--- config.mk ---
export PLATFORM = sky130hd
export DESIGN_NAME = serial_link_phy_tx_serdes
export DESIGN_NICKNAME = d
export VERILOG_FILES = /design/src/rtl/serial_link_phy_tx_serdes.sv
export SDC_FILE = /design/constraint.sdc
export NUM_CORES = 1
export LEC_CHECK = 0
export ABC_AREA = 1
export ABC_CLOCK_PERIOD_IN_PS = 1950
export CORE_MARGIN = 4
export CORE_UTILIZATION = 49
export CTS_BUF_LIST = sky130_fd_sc_hd__clkbuf_16
export CTS_CLUSTER_DIAMETER = 60
export DETAILED_ROUTE_END_ITERATION = 16
export PLACE_DENSITY = 0.89
export SETUP_SLACK_MARGIN = 0.02
export SKIP_CTS_REPAIR_TIMING = 1
export SYNTH_ARGS = -nofsm -noshare
export SYNTH_HDL_FRONTEND = slang
export SYNTH_SLANG_ARGS = --single-unit
--- constraint.sdc ---
create_clock -name clk_i -period 1.95 [get_ports clk_i]
set_clock_uncertainty 0.15 [all_clocks]
set_input_delay 0.195 -clock clk_i [delete_from_list [all_inputs] [get_ports clk_i]]
set_output_delay 0.195 -clock clk_i [all_outputs]
set_load 0.01 [all_outputs]
--- src/rtl/serial_link_phy_tx_serdes.sv ---
// Multi-channel source-synchronous TX serialiser: a shared period counter and
// phase shifter drive per-channel forwarded clocks and lane data, one frame per handshake.
//
// state | meaning
// IDLE  | outputs parked at 0, ready follows live config legality
// RUN   | frame in flight, ready only in the frame's last cycle
module serial_link_phy_tx_serdes #(
    parameter int NumChannels = 1,
    parameter int NumLanes    = 8,
    parameter int SerRatio    = 2,
    parameter int MaxClkDiv   = 32
) (
    input  logic                                  clk_i,
    input  logic                                  rst_i,
    input  logic [$clog2(MaxClkDiv):0]            clk_div_i,
    input  logic [$clog2(MaxClkDiv):0]            clk_shift_start_i,
    input  logic [$clog2(MaxClkDiv):0]            clk_shift_end_i,
    input  logic [NumChannels-1:0]                channel_en_i,
    input  logic [NumChannels*NumLanes*SerRatio-1:0] data_out_i,
    input  logic                                  data_out_valid_i,
    output logic                                  data_out_ready_o,
    output logic [NumChannels-1:0]                rcv_clk_o,
    output logic [NumChannels*NumLanes-1:0]       data_o
);
    localparam int CW = $clog2(MaxClkDiv) + 1;
    localparam int FW = NumLanes * SerRatio;
    localparam int NP = (SerRatio == 1) ? 1 : SerRatio / 2;

    localparam logic [0:0] IDLE = 1'b0;
    localparam logic [0:0] RUN  = 1'b1;

    logic [0:0]                      state_q, state_d;
    logic [CW-1:0]                   cnt_q, cnt_d;
    logic [1:0]                      per_q, per_d;
    logic [CW-1:0]                   div_q, div_d;
    logic [CW-1:0]                   start_q, start_d;
    logic [CW-1:0]                   end_q, end_d;
    logic [NumChannels*FW-1:0]       word_q, word_d;
    logic                            ph_q, ph_d;
    logic [NumChannels-1:0]          rcv_clk_q, rcv_clk_d;
    logic [NumChannels*NumLanes-1:0] data_q, data_d;

    logic       cfg_legal;
    logic       wrap;
    logic       last_per;
    logic       frame_last;
    logic       xfer;
    logic [2:0] slot;

    assign cfg_legal = (clk_div_i >= CW'(2))
                     && ((SerRatio == 1) || !clk_div_i[0])
                     && (clk_shift_start_i < clk_shift_end_i)
                     && (clk_shift_end_i < clk_div_i);

    assign wrap       = (cnt_q == div_q - CW'(1));
    assign last_per   = (per_q == 2'(NP - 1));
    assign frame_last = (state_q == RUN) && wrap && last_per;

    assign data_out_ready_o = !rst_i && cfg_legal && ((state_q == IDLE) || frame_last);
    assign xfer             = data_out_valid_i && data_out_ready_o;

    always_comb begin
        slot = 3'd0;
        if (SerRatio != 1) begin
            slot = {per_q, (cnt_q >= (div_q >> 1))};
        end
    end

    always_comb begin
        state_d   = state_q;
        cnt_d     = cnt_q;
        per_d     = per_q;
        div_d     = div_q;
        start_d   = start_q;
        end_d     = end_q;
        word_d    = word_q;
        ph_d      = ph_q;
        rcv_clk_d = '0;
        data_d    = '0;
        case (state_q)
            IDLE: begin
                ph_d = 1'b0;
                if (xfer) begin
                    state_d = RUN;
                    cnt_d   = '0;
                    per_d   = '0;
                end
            end
            default: begin
                cnt_d = wrap ? '0 : cnt_q + CW'(1);
                if (wrap) begin
                    per_d = last_per ? 2'd0 : per_q + 2'd1;
                end
                if (cnt_q == start_q) begin
                    ph_d = 1'b1;
                end else if (cnt_q == end_q) begin
                    ph_d = 1'b0;
                end
                rcv_clk_d = {NumChannels{ph_d}} & channel_en_i;
                for (int c = 0; c < NumChannels; c++) begin
                    data_d[c*NumLanes +: NumLanes] = channel_en_i[c]
                        ? word_q[c*FW + int'(slot)*NumLanes +: NumLanes] : '0;
                end
                if (frame_last && !xfer) begin
                    state_d = IDLE;
                end
            end
        endcase
        // Config and word are captured only at a frame start, from IDLE or back-to-back.
        if (xfer) begin
            div_d   = clk_div_i;
            start_d = clk_shift_start_i;
            end_d   = clk_shift_end_i;
            word_d  = data_out_i;
        end
    end

    always_ff @(posedge clk_i or posedge rst_i) begin
        if (rst_i) begin
            state_q   <= IDLE;
            cnt_q     <= '0;
            per_q     <= '0;
            div_q     <= '0;
            start_q   <= '0;
            end_q     <= '0;
            word_q    <= '0;
            ph_q      <= 1'b0;
            rcv_clk_q <= '0;
            data_q    <= '0;
        end else begin
            state_q   <= state_d;
            cnt_q     <= cnt_d;
            per_q     <= per_d;
            div_q     <= div_d;
            start_q   <= start_d;
            end_q     <= end_d;
            word_q    <= word_d;
            ph_q      <= ph_d;
            rcv_clk_q <= rcv_clk_d;
            data_q    <= data_d;
        end
    end

    assign rcv_clk_o = rcv_clk_q;
    assign data_o    = data_q;

    a_params: assert property (@(posedge clk_i)
        ((SerRatio == 1) || (SerRatio == 2) || (SerRatio == 4) || (SerRatio == 8)) && (NumLanes >= 1));

    a_cfg_legal: assert property (@(posedge clk_i) disable iff (rst_i)
        ((state_q == IDLE) && data_out_valid_i) |-> cfg_legal);

endmodule
-- Word level (Yosys, flattened, before mapping)
Cells that the tools add are included.
- $lt $le $gt $ge: 4
- add/subtract/negate cells: 3
- bitwise gates (word level): 2
- muxes and demuxes: 17
- reductions and logical operators: 16
- shifts and indexed selects: 1
- eq/ne operators: 4
- operators by type and width (kind ; number):
    6-bit == test ; 3
    6-bit two-way mux ; 3
    8-bit two-way mux ; 2
    16-bit by 7-bit indexed part select with 8-bit output ; 1
    6-bit < comparator ; 2
    1-bit logical AND ; 9
    1-bit two-way mux ; 8
    2-bit two-way mux ; 4
    6-bit by 1-bit adder with 6-bit output, second input constant ; 1
    6-bit by 2-bit >= comparator with 1-bit output, second input constant ; 1
    6-bit by 5-bit >= comparator with 1-bit output ; 1
    6-bit by 1-bit subtractor with 6-bit output, second input constant ; 1
    1-bit logical NOT ; 3
    2-bit by 1-bit adder with 2-bit output, second input constant ; 1
    2-bit logical NOT ; 1
    2-bit by 1-bit inequality test with 1-bit output, second input constant ; 1
    2-bit AND reduction ; 1
    2-bit nonzero test ; 1
    1-bit bitwise AND ; 1
    1-bit logical OR ; 1
    1-bit NOT ; 1
- output and inout bits: 10
- logic and storage cells: 57
- bits in registers: 53
- input bits: 38

-- Depth between registers and ports, before layout
Gate-level depths: netlist (run 1).
- word-level depth: 11
- mapped depth: 15
- mapped depth without buffers: 13

-- Worst setup path before layout (run 1)
No wires, ideal clock.
- path kind: register -> register
- from: register cnt_q[0]
- to: register data_q[5] (netlist: data_o[5])
- stages on the path, launching flop included: 13
- arrival time: 1709 ps
- slack: -41 ps
- period minus slack after synthesis: 1991 ps
- setup time: 132 ps
- path buffers: 2
- data required time: 1668 ps
- path through: dfrtp_1 buf_4 inv_2 ha_1 inv_1 a21boi_0 o21ai_0 a21boi_0 o21ai_0 nand2_1 buf_2 nand2_1 nor3b_1
- longest elaborated chain between the ends: 4
- RTL lines (item ; RTL line ; text):
    start, declared ; 33 ; logic [CW-1:0] cnt_q, cnt_d;
    start signal, assigned ; 132 ; cnt_q <= cnt_d;
    6-bit by 5-bit >= comparator with 1-bit output ; 65 ; slot = {per_q, (cnt_q >= (div_q >> 1))};
    16-bit by 7-bit indexed part select with 8-bit output ; 102 ; ? word_q[c*FW + int'(slot)*NumLanes +: NumLanes] : '0;
    8-bit two-way mux ; 102 ;
    8-bit two-way mux ; 80 ; case (state_q)
    named net data_d[5] ; 41 ; logic [NumChannels*NumLanes-1:0] data_q, data_d;
    end signal, assigned ; 140 ; data_q <= data_d;
    end, declared ; 41 ;
The timed path passes the listed nets, and every way through them passes these cells.
A chain may end at the register's enable or synchronous reset.

-- Final worst setup path (run 1)
- from: input clk_div_i[5]
- to: output data_out_ready_o
- longest elaborated chain between the ends: 6
- elaborated cells between the ends (all ways): 7
- those cells by class: order compare: 2; reduce/logical: 5
- RTL lines (item ; RTL line ; text):
    start, declared ; 15 ; input logic [$clog2(MaxClkDiv):0] clk_div_i,
    6-bit by 2-bit >= comparator with 1-bit output ; 50 ; assign cfg_legal = (clk_div_i >= CW'(2))
    1-bit logical AND ; 51 ; && ((SerRatio == 1) || !clk_div_i[0])
    1-bit logical AND ; 52 ; && (clk_shift_start_i < clk_shift_end_i)
    1-bit logical AND (*) ; 53 ; && (clk_shift_end_i < clk_div_i);
    1-bit logical AND (*) (2 in series) ; 59 ; assign data_out_ready_o = !rst_i && cfg_legal && ((state_q == IDLE) || frame_last);
    end, declared ; 21 ; output logic data_out_ready_o,
Every way passes the cells marked *; elsewhere a longest branch is shown, timed or not.

==> flow_summary.toml, run 1 <==
[status]
status = "finished, violations left"
violations = "setup timing"

[sta]
fin_crit_sh = 1.16
tns_ns = -11.72
finalCriticalPeriod_ns = 2.27
setup_viol_count_final = 52
drv_slew = 0
tightest_slew_ns = 0.551
hold_viol_final = 0
layout_setup_ws_ns = -0.321
rsz0062_at_grt = "true"
relSlewSlack = 0.632
fmax_mhz = 440

[worst_setup_path]
worstSetupPathType = "in2out"
start_kind = "input pin"
end_kind = "output port"
critPathRequiredTime_ns = 1.60
worst-path-max-fanout = 3
worstPathArrival_ns = 1.93

[global_routing]
grtUsageTotal = 0.193
overflow = 0
grt_max_degree = 43
grt_pass1_vias = 2766
grt_first_pass_wirelength_um = 11800
antenna_found_initial = 0

[finish]
area_growth_pct = 37.1
final_nets = 512
diodes = 0
fin_cells = 530
drive_gt1_frac = 0.290
final_core_util = 0.707

[clocking]
htreeDepth = 2
clk_path_buf_depth = 2
cts_tree = "done"
cts_buffers = 5
clock-root-buffer = "clkbuf_16"
clkTransAtPathRegs_ns = 0.07
clock_sinks = 53
clk_latency_ns = 0.29

[detailed_routing]
num_vias = 2748
avgRoutedWirePerCell_um = 14.3
ant_nets = 0
first_pass_iters = 6
vias_per_cell = 5.18
drt_iter0_drc = 219
wl_um = 7590
route.detailed.drc = 0

[placed_design]
dpl.cell_count = 520
port_buffers = 47
dpl.hpwl_um = 5370
gp_congestion = 0.898
dp_slack_ns = -0.826

[logic_synthesis]
synth-async-reset-ratio = 1.00
syn-num-nets = 428
syn_area_per_cell_um2 = 8.38
ys.flop_type = "dfrtp_1"
ys_types = 31
synth_most_common_cell = "nand2_1"
post_synth_main_area_contributors = "dfrtp_1 43%, nand2_1 9.7%, ha_1 7.6%, inv_1 6.5%, o21ai_2 4.5%"
synth_top_area_cell = "dfrtp_1"
syn_inst = 371
synthTopCellsByCount = "80 x nand2_1, 54 x inv_1, 53 x dfrtp_1"
synth-seq-cells = 53
syn-cell-area_um2 = 3110
synth-edff-count = 0
yosysWarnings = 0
synth_seq_area_share = 0.427
yosysTopAreaCellShare = 0.427

[power]
vdd_drop_max_mv = 0.357
leakage_nw = 2.18
p_per_area_nw_per_um2 = 523

[floorplanning]
rows = 28
io_pins = 48
die_area_um2 = 7680
die_w_um = 87.7
core_region_area_um2 = 6030
die_y_um = 87.7
initial_utilization = 0.516

[worst_hold_path]
hp-class = "in2reg"

[run]
max_cap_viol_count = 0
-- cells by family (layout without fill, tap and decap cells) --
group,count (synthesis),count (layout),synth area share
buffers and inverters,77,161,0.116
adder cells (fa/ha/maj),19,19,0.0765
XOR/XNOR,14,14,0.0394
AND/OR/NAND/NOR,155,155,0.221
flip-flops,53,53,0.427
AO/OA/AOI/OAI,53,53,0.120
-- flip-flops by register name (all words and copies together), names as in the netlist, 2 cells and up --
signal and cells:
cnt_q 6, data_o 8, div_q 6, end_q 6, per_q 2, start_q 6, word_q 16
-- layout make-up --
cell class / instances / area, um2
Sequential cell: 53 / 1330
Clock buffer: 5 / 125
Tap cell: 75 / 93.8
Fill cell: 434 / 1760
Inverter: 62 / 233
Clock inverter: 2 / 13.8
Timing Repair Buffer: 92 / 903
Multi-Input combinational cell: 241 / 1570
-- layer usage --
metal / routed length, um / vias up / track usage / share of wire
li1: - / 1329 / - / -
met1: 3030 / 1321 / 0.222 / 0.40
met4: 185 / 0 / 0.0795 / 0.024
met3: 344 / 19 / 0.0310 / 0.045
met2: 4030 / 79 / 0.354 / 0.53
met5: 0 / - / 0 / 0
-- power by group --
| part | internal, mW | total, mW | switching [mW] |
|---|---|---|---|
| Combinational | 0.142 | 0.250 | 0.108 |
| Sequential | 1.11 | 1.11 | 0.00280 |
| Clock | 0.472 | 0.868 | 0.396 |
| Total | 1.72 | 2.23 | 0.507 |
-- final timing paths --
| path | start | endpoint | slack [ns] | depth (start not counted) |
|---|---|---|---|---|
| worst max-delay path | clk_div_i[5] | data_out_ready_o | -0.32 | 10 |
| max in group asynchronous | rst_i | div_q[2]$_DFFE_PP0P_ | 0.93 | 4 |
| min in group asynchronous | rst_i | start_q[5]$_DFFE_PP0P_ | 0.19 | 3 |
| worst min register to register | word_q[1]$_DFFE_PP0P_ | word_q[1]$_DFFE_PP0P_ | 0.34 | 2 |
| worst min-delay path | clk_shift_start_i[1] | start_q[1]$_DFFE_PP0P_ | 0.15 | 4 |
| worst max register to register | div_q[1]$_DFFE_PP0P_ | word_q[12]$_DFFE_PP0P_ | -0.26 | 15 |
-- cell usage in the layout, fill, tap and decap left out, types with 2 or more instances in the layout --
cell | netlist | routed
inv_1 | 54 | 48
xnor2_1 | 6 | 6
nand3_1 | 21 | 20
a21oi_1 | 3 | 2
ha_1 | 19 | 16
nand2_1 | 80 | 66
inv_2 | 8 | 14
buf_4 | 4 | 39
xor2_1 | 8 | 8
nor3b_2 | 0 | 3
o21ai_2 | 16 | 15
nor3b_1 | 8 | 4
nand3_2 | 2 | 2
nor2_2 | 5 | 10
a21boi_1 | 1 | 2
clkdlybuf4s50_1 | 0 | 40
nor4_1 | 2 | 2
dfrtp_1 | 53 | 51
ha_4 | 0 | 3
buf_12 | 0 | 4
nor2_1 | 28 | 23
o21ai_1 | 16 | 19
nand4_1 | 4 | 4
dfrtp_2 | 0 | 2
a21oi_2 | 8 | 9
dlymetal6s2s_1 | 0 | 6
nand2_2 | 2 | 16
clkbuf_16 | 0 | 7
-- through the flow --
step           hold WS (ns)  cell area (um2)  power, mW
2_1_floorplan         0.151             3160       1.21
3_3_place_gp          0.317             3960       1.36
3_5_place_dp          0.320             3960       1.37
4_1_cts               0.185             4100       2.22
5_1_grt               0.182             4260       2.31
6_report              0.152             4260       2.23
-- worst max-delay path, cell delays in order --
cell and delay (ns):
clkdlybuf4s50_1 0.45, inv_1 0.06, ha_1 0.33, a21oi_2 0.16
o21a_1 0.12, nand2_1 0.06, nor3_2 0.11, buf_4 0.15
and2_1 0.14, buf_2 0.13
Power figures use the tool's default switching activity.
==> run 2: changes to the inputs <==
--- a/config.mk
+++ b/config.mk
@@ -6,13 +6,13 @@
 export NUM_CORES = 1
 export LEC_CHECK = 0
 export ABC_AREA = 1
-export ABC_CLOCK_PERIOD_IN_PS = 1950
+export ABC_CLOCK_PERIOD_IN_PS = 1900
 export CORE_MARGIN = 4
 export CORE_UTILIZATION = 49
 export CTS_BUF_LIST = sky130_fd_sc_hd__clkbuf_16
 export CTS_CLUSTER_DIAMETER = 60
 export DETAILED_ROUTE_END_ITERATION = 16
-export PLACE_DENSITY = 0.89
+export PLACE_DENSITY = 0.75
 export SETUP_SLACK_MARGIN = 0.02
 export SKIP_CTS_REPAIR_TIMING = 1
 export SYNTH_ARGS = -nofsm -noshare
==> constraint.sdc (replaced) <==
create_clock -name clk_i -period 1.9 [get_ports clk_i]
set_clock_uncertainty 0.15 [all_clocks]
set_input_delay 0.19 -clock clk_i [delete_from_list [all_inputs] [get_ports clk_i]]
set_output_delay 0.19 -clock clk_i [all_outputs]
set_load 0.01 [all_outputs]
==> run 2 against run 1 <==
- the run still ends with setup timing left
- sequential power barely moved
- die area unchanged
- hold slack improved by 0.0060 ns
- critical endpoint is now end_q[2]$_DFFE_PP0P_
- cell count is 2.3% higher
- critical path depth grew 5
- highest routed layer unchanged
- combinational power is 4% higher
- first-iteration DRC count fell by 8.7%
- global-route usage down 0.59 points
==> flow_summary.toml, run 2 (synthesis results as in run 1) <==
[status]
status = "finished, violations left"
violations = "setup timing"

[worst_setup_path]
rr_worst_depth = 16
path_delay_family = "buffers and inverters"
slowest_delay_ns = 0.51
rr_startpoint = "div_q[0]$_DFFE_PP0P_"
path_cells = "clkdlybuf4s50_1, inv_1, ha_1, nand2_1, a21oi_1, nor2_1, nand3_1, nor3_2, buf_4, buf_4, nand3_4, buf_12, clkbuf_16, nand2_2, o21ai_1"
reg2reg_setup_slack_ns = -0.33
worst-path-max-fanout = 7
critPathRequiredTime_ns = 1.93
rr_endpoint = "end_q[2]$_DFFE_PP0P_"
worstPathArrival_ns = 2.34
crit_buf_inv = 6
start_kind = "input pin"
worstSetupPathType = "in2reg"
crit_top_cell = "buf_4"
end_kind = "flop"
crit_slowest_cell = "clkdlybuf4s50_1"
cp-startpoint = "clk_shift_end_i[4]"

[global_routing]
antenna_found_initial = 0
grt_pass1_vias = 2543
grt_first_pass_wirelength_um = 11300
grtUsageTotal = 0.187
overflow = 0
grt_max_degree = 44

[finish]
largest_reg_flops = 16
top_register = "word_q"
fin_cells = 542
seq_area_um2 = 1330
final_nets = 523
diodes = 0
final_area_um2 = 4590
final_common_cell = "nand2_1"
fillers = 395
final_cell_mix = "55 x nand2_1, 51 x dfrtp_1, 48 x inv_1"
area_growth_pct = 47.5
drive_gt1_frac = 0.370
multi_input_area_um2 = 1760
final_core_util = 0.761

[clocking]
clkTransAtPathRegs_ns = 0.07
cts_buffers = 5
clk_path_buf_depth = 2
clk_latency_ns = 0.30
clock_sinks = 53
htreeDepth = 2
cts_tree = "done"
clock-root-buffer = "clkbuf_16"

[floorplanning]
die_w_um = 87.7
core_region_area_um2 = 6030
die_area_um2 = 7680
die_y_um = 87.7
io_pins = 48
initial_utilization = 0.516
rows = 28

[power]
vdd_drop_max_mv = 0.827
leakage_nw = 2.26
p_per_area_nw_per_um2 = 519

[detailed_routing]
vias_per_cell = 5.18
num_vias = 2809
ant_nets = 0
drt_iter0_drc = 200
avgRoutedWirePerCell_um = 15.4
route.detailed.drc = 0
first_pass_iters = 4
wl_um = 8330

[sta]
rsz0062_at_grt = "true"
hold_viol_final = 0
drv_slew = 0
finalCriticalPeriod_ns = 2.31
tns_ns = -14.93
fin_crit_sh = 1.21
setup_viol_count_final = 52
layout_setup_ws_ns = -0.407
relSlewSlack = 0.647
tightest_slew_ns = 0.529
fmax_mhz = 433

[placed_design]
dpl.hpwl_um = 5120
post_dp_cell_area_um2 = 3960
gp_congestion = 0.865
dp_slack_ns = -0.808
port_buffers = 47
dpl.cell_count = 521

[worst_hold_path]
hp-class = "in2async"

[run]
max_cap_viol_count = 0
[run 2: cell type report]
cell class,instances,area share
clock buffer,5,0.0273
clock inverter,3,0.00737
inverter,62,0.0508
multi-input combinational,242,0.383
sequential,53,0.290
tap,75,0.0205
timing repair buffer,102,0.222
[run 2: worst max path at each step]
stage,end,cells after the start
floorplan,word_q[10]$_DFFE_PP0P_,15
global placement,data_out_ready_o,10
detailed placement,data_out_ready_o,10
CTS,data_out_ready_o,10
global route,end_q[2]$_DFFE_PP0P_,16
finish,end_q[2]$_DFFE_PP0P_,15
[run 2: per-layer routing]
layer | track usage | vias up | wire [um]
li1 | - | 1355 | -
met4 | 0.0697 | 0 | 291
met5 | 0 | - | 0
met1 | 0.230 | 1344 | 3410
met3 | 0.0348 | 25 | 358
met2 | 0.327 | 85 | 4270
[run 2: metrics by stage]
stage / hold WS, ns / power (mW)
floorplan: 0.146 / 1.25
global placement: 0.320 / 1.40
detailed placement: 0.321 / 1.40
CTS: 0.136 / 2.36
global route: 0.186 / 2.46
finish: 0.159 / 2.38
[run 2: power breakdown]
| part | internal, mW | switching, mW |
|---|---|---|
| Clock | 0.506 | 0.475 |
| Sequential | 1.14 | 0.00256 |
| Combinational | 0.149 | 0.110 |
[run 2: tightest hold or removal path: stages]
cell             delay (ns)
clkdlybuf4s50_1        0.45
buf_4                  0.15
inv_2                  0.20
==> run 3: changes to the inputs <==
--- a/config.mk
+++ b/config.mk
@@ -9,10 +9,10 @@
 export ABC_CLOCK_PERIOD_IN_PS = 1900
 export CORE_MARGIN = 4
 export CORE_UTILIZATION = 49
-export CTS_BUF_LIST = sky130_fd_sc_hd__clkbuf_16
 export CTS_CLUSTER_DIAMETER = 60
 export DETAILED_ROUTE_END_ITERATION = 16
 export PLACE_DENSITY = 0.75
+export RECOVER_POWER = 25
 export SETUP_SLACK_MARGIN = 0.02
 export SKIP_CTS_REPAIR_TIMING = 1
 export SYNTH_ARGS = -nofsm -noshare
==> run 3 against run 2 <==
- the run still ends with setup timing left
- hold slack lost 0.026 ns
- die area is the same
- critical endpoint is now data_out_ready_o
- setup slack gained 0.026 ns
- sequential cell count is the same
- routed wire length shrank 10%
==> flow_summary.toml, run 3 (synthesis results as in run 1) <==
[status]
status = "finished, violations left"
violations = "setup timing"

[placed_design]
dpl.hpwl_um = 5120
port_buffers = 47
gp_congestion = 0.865

[power]
p_per_area_nw_per_um2 = 490
p_sw_mw = 0.545
finalPower_mw = 2.10
clock_power_share = 0.341
p_int_mw = 1.55
p_seq_frac = 0.543
pwr-share-comb = 0.116
sw_frac_of_total = 0.260
vdd_drop_max_mv = 0.359
leakage_nw = 2.13

[clocking]
clock-root-buffer = "clkbuf_8"
clk_path_buf_depth = 2
htreeDepth = 2
clk_latency_ns = 0.32
clkTransAtPathRegs_ns = 0.12
clock_sinks = 53
cts_tree = "done"
cts_buffers = 5

[finish]
final_nets = 515
final_cell_mix = "68 x nand2_1, 51 x inv_1, 51 x dfrtp_1"
final_common_cell = "nand2_1"
top_register = "word_q"
drive_gt1_frac = 0.316
diodes = 0
largest_reg_flops = 16
area_growth_pct = 37.7

[worst_setup_path]
worstPathArrival_ns = 1.94
start_kind = "input pin"
path_cells = "clkdlybuf4s50_1, inv_1, ha_1, a21oi_1, o21a_1, nand2_1, nor3_2, buf_4, and2_1, buf_2"
crit_slowest_cell = "clkdlybuf4s50_1"
rr_worst_depth = 15
worstSetupPathType = "in2out"
critPathRequiredTime_ns = 1.56
worst-path-max-fanout = 3
end_kind = "output port"
slowest_delay_ns = 0.45

[floorplanning]
die_area_um2 = 7680
die_w_um = 87.7
die_y_um = 87.7
io_pins = 48
rows = 28
core_region_area_um2 = 6030
initial_utilization = 0.516

[detailed_routing]
first_pass_iters = 6
ant_nets = 0
vias_per_cell = 5.07
wl_um = 7470
drt_iter0_drc = 240
num_vias = 2707
avgRoutedWirePerCell_um = 14.0
route.detailed.drc = 0

[global_routing]
grt_first_pass_wirelength_um = 11200
grtUsageTotal = 0.183
antenna_found_initial = 0
grt_pass1_vias = 2512
grt_max_degree = 44
overflow = 0

[sta]
drv_slew = 0
setup_viol_count_final = 52
fmax_mhz = 438
hold_viol_final = 0
rsz0062_at_grt = "true"
relSlewSlack = 0.611
fin_crit_sh = 1.20
hold_ws_ns = 0.133
layout_setup_ws_ns = -0.381
finalCriticalPeriod_ns = 2.28
tightest_slew_ns = 0.583

[run]
max_cap_viol_count = 0

[worst_hold_path]
holdPathStages = 4
hp-class = "in2reg"
-- run 3: worst paths after layout --
path / from / endpoint / slack, ns
max: clk_div_i[5] / data_out_ready_o / -0.38
min: clk_shift_end_i[5] / end_q[5]$_DFFE_PP0P_ / 0.13
max reg2reg: div_q[0]$_DFFE_PP0P_ / cnt_q[5]$_DFFE_PP0P_ / -0.29
min reg2reg: start_q[5]$_DFFE_PP0P_ / start_q[5]$_DFFE_PP0P_ / 0.37
max in group asynchronous: rst_i / div_q[2]$_DFFE_PP0P_ / 0.28
min in group asynchronous: rst_i / word_q[7]$_DFFE_PP0P_ / 0.32
-- run 3: worst max-delay path: cells and delay by family --
family / cells / cell delay (ns)
adders and majority gates: 1 / 0.30
buffers and inverters: 4 / 0.79
AOI/OAI and AO/OA: 2 / 0.27
and+or+nand+nor: 3 / 0.38
-- run 3: cell type report --
cell class / count / area (um2)
clock buffer: 5 / 68.8
fill: 466 / 1750
inverter: 62 / 233
timing repair buffer: 94 / 878
multi-input combinational: 242 / 1640
sequential: 53 / 1330
tap: 75 / 93.8
clock inverter: 3 / 33.8
-- run 3: power groups by stage --
stage / Combinational [mW] / Clock (mW) / Sequential [mW]
2_1_floorplan: 0.0789 / 0 / 1.17
3_3_place_gp: 0.237 / 0 / 1.16
3_5_place_dp: 0.241 / 0 / 1.16
4_1_cts: 0.242 / 0.716 / 1.14
5_1_grt: 0.271 / 0.755 / 1.14
6_report: 0.244 / 0.714 / 1.14
-- run 3: per-layer routing --
metal	global-route usage	vias up	routed length [um]
met5	0	-	0
met4	0.0460	0	99
met3	0.0310	11	387
met2	0.323	78	3780
met1	0.232	1281	3200
li1	-	1337	-
-- run 3: through the flow --
step                      setup slack [ns]  cells  cell area, um2  setup TNS, ns   util
final                               -0.381    534            4280         -14.21  0.710
after global routing                -0.503    534            4280         -21.01  0.710
after CTS                           -0.815    529            4060         -11.71  0.674
after detailed placement            -0.808    521            3960         -23.29  0.657
after global placement              -0.769    521            3960         -21.52  0.657
after floorplan                    -0.0505    371            3170          -1.45      -
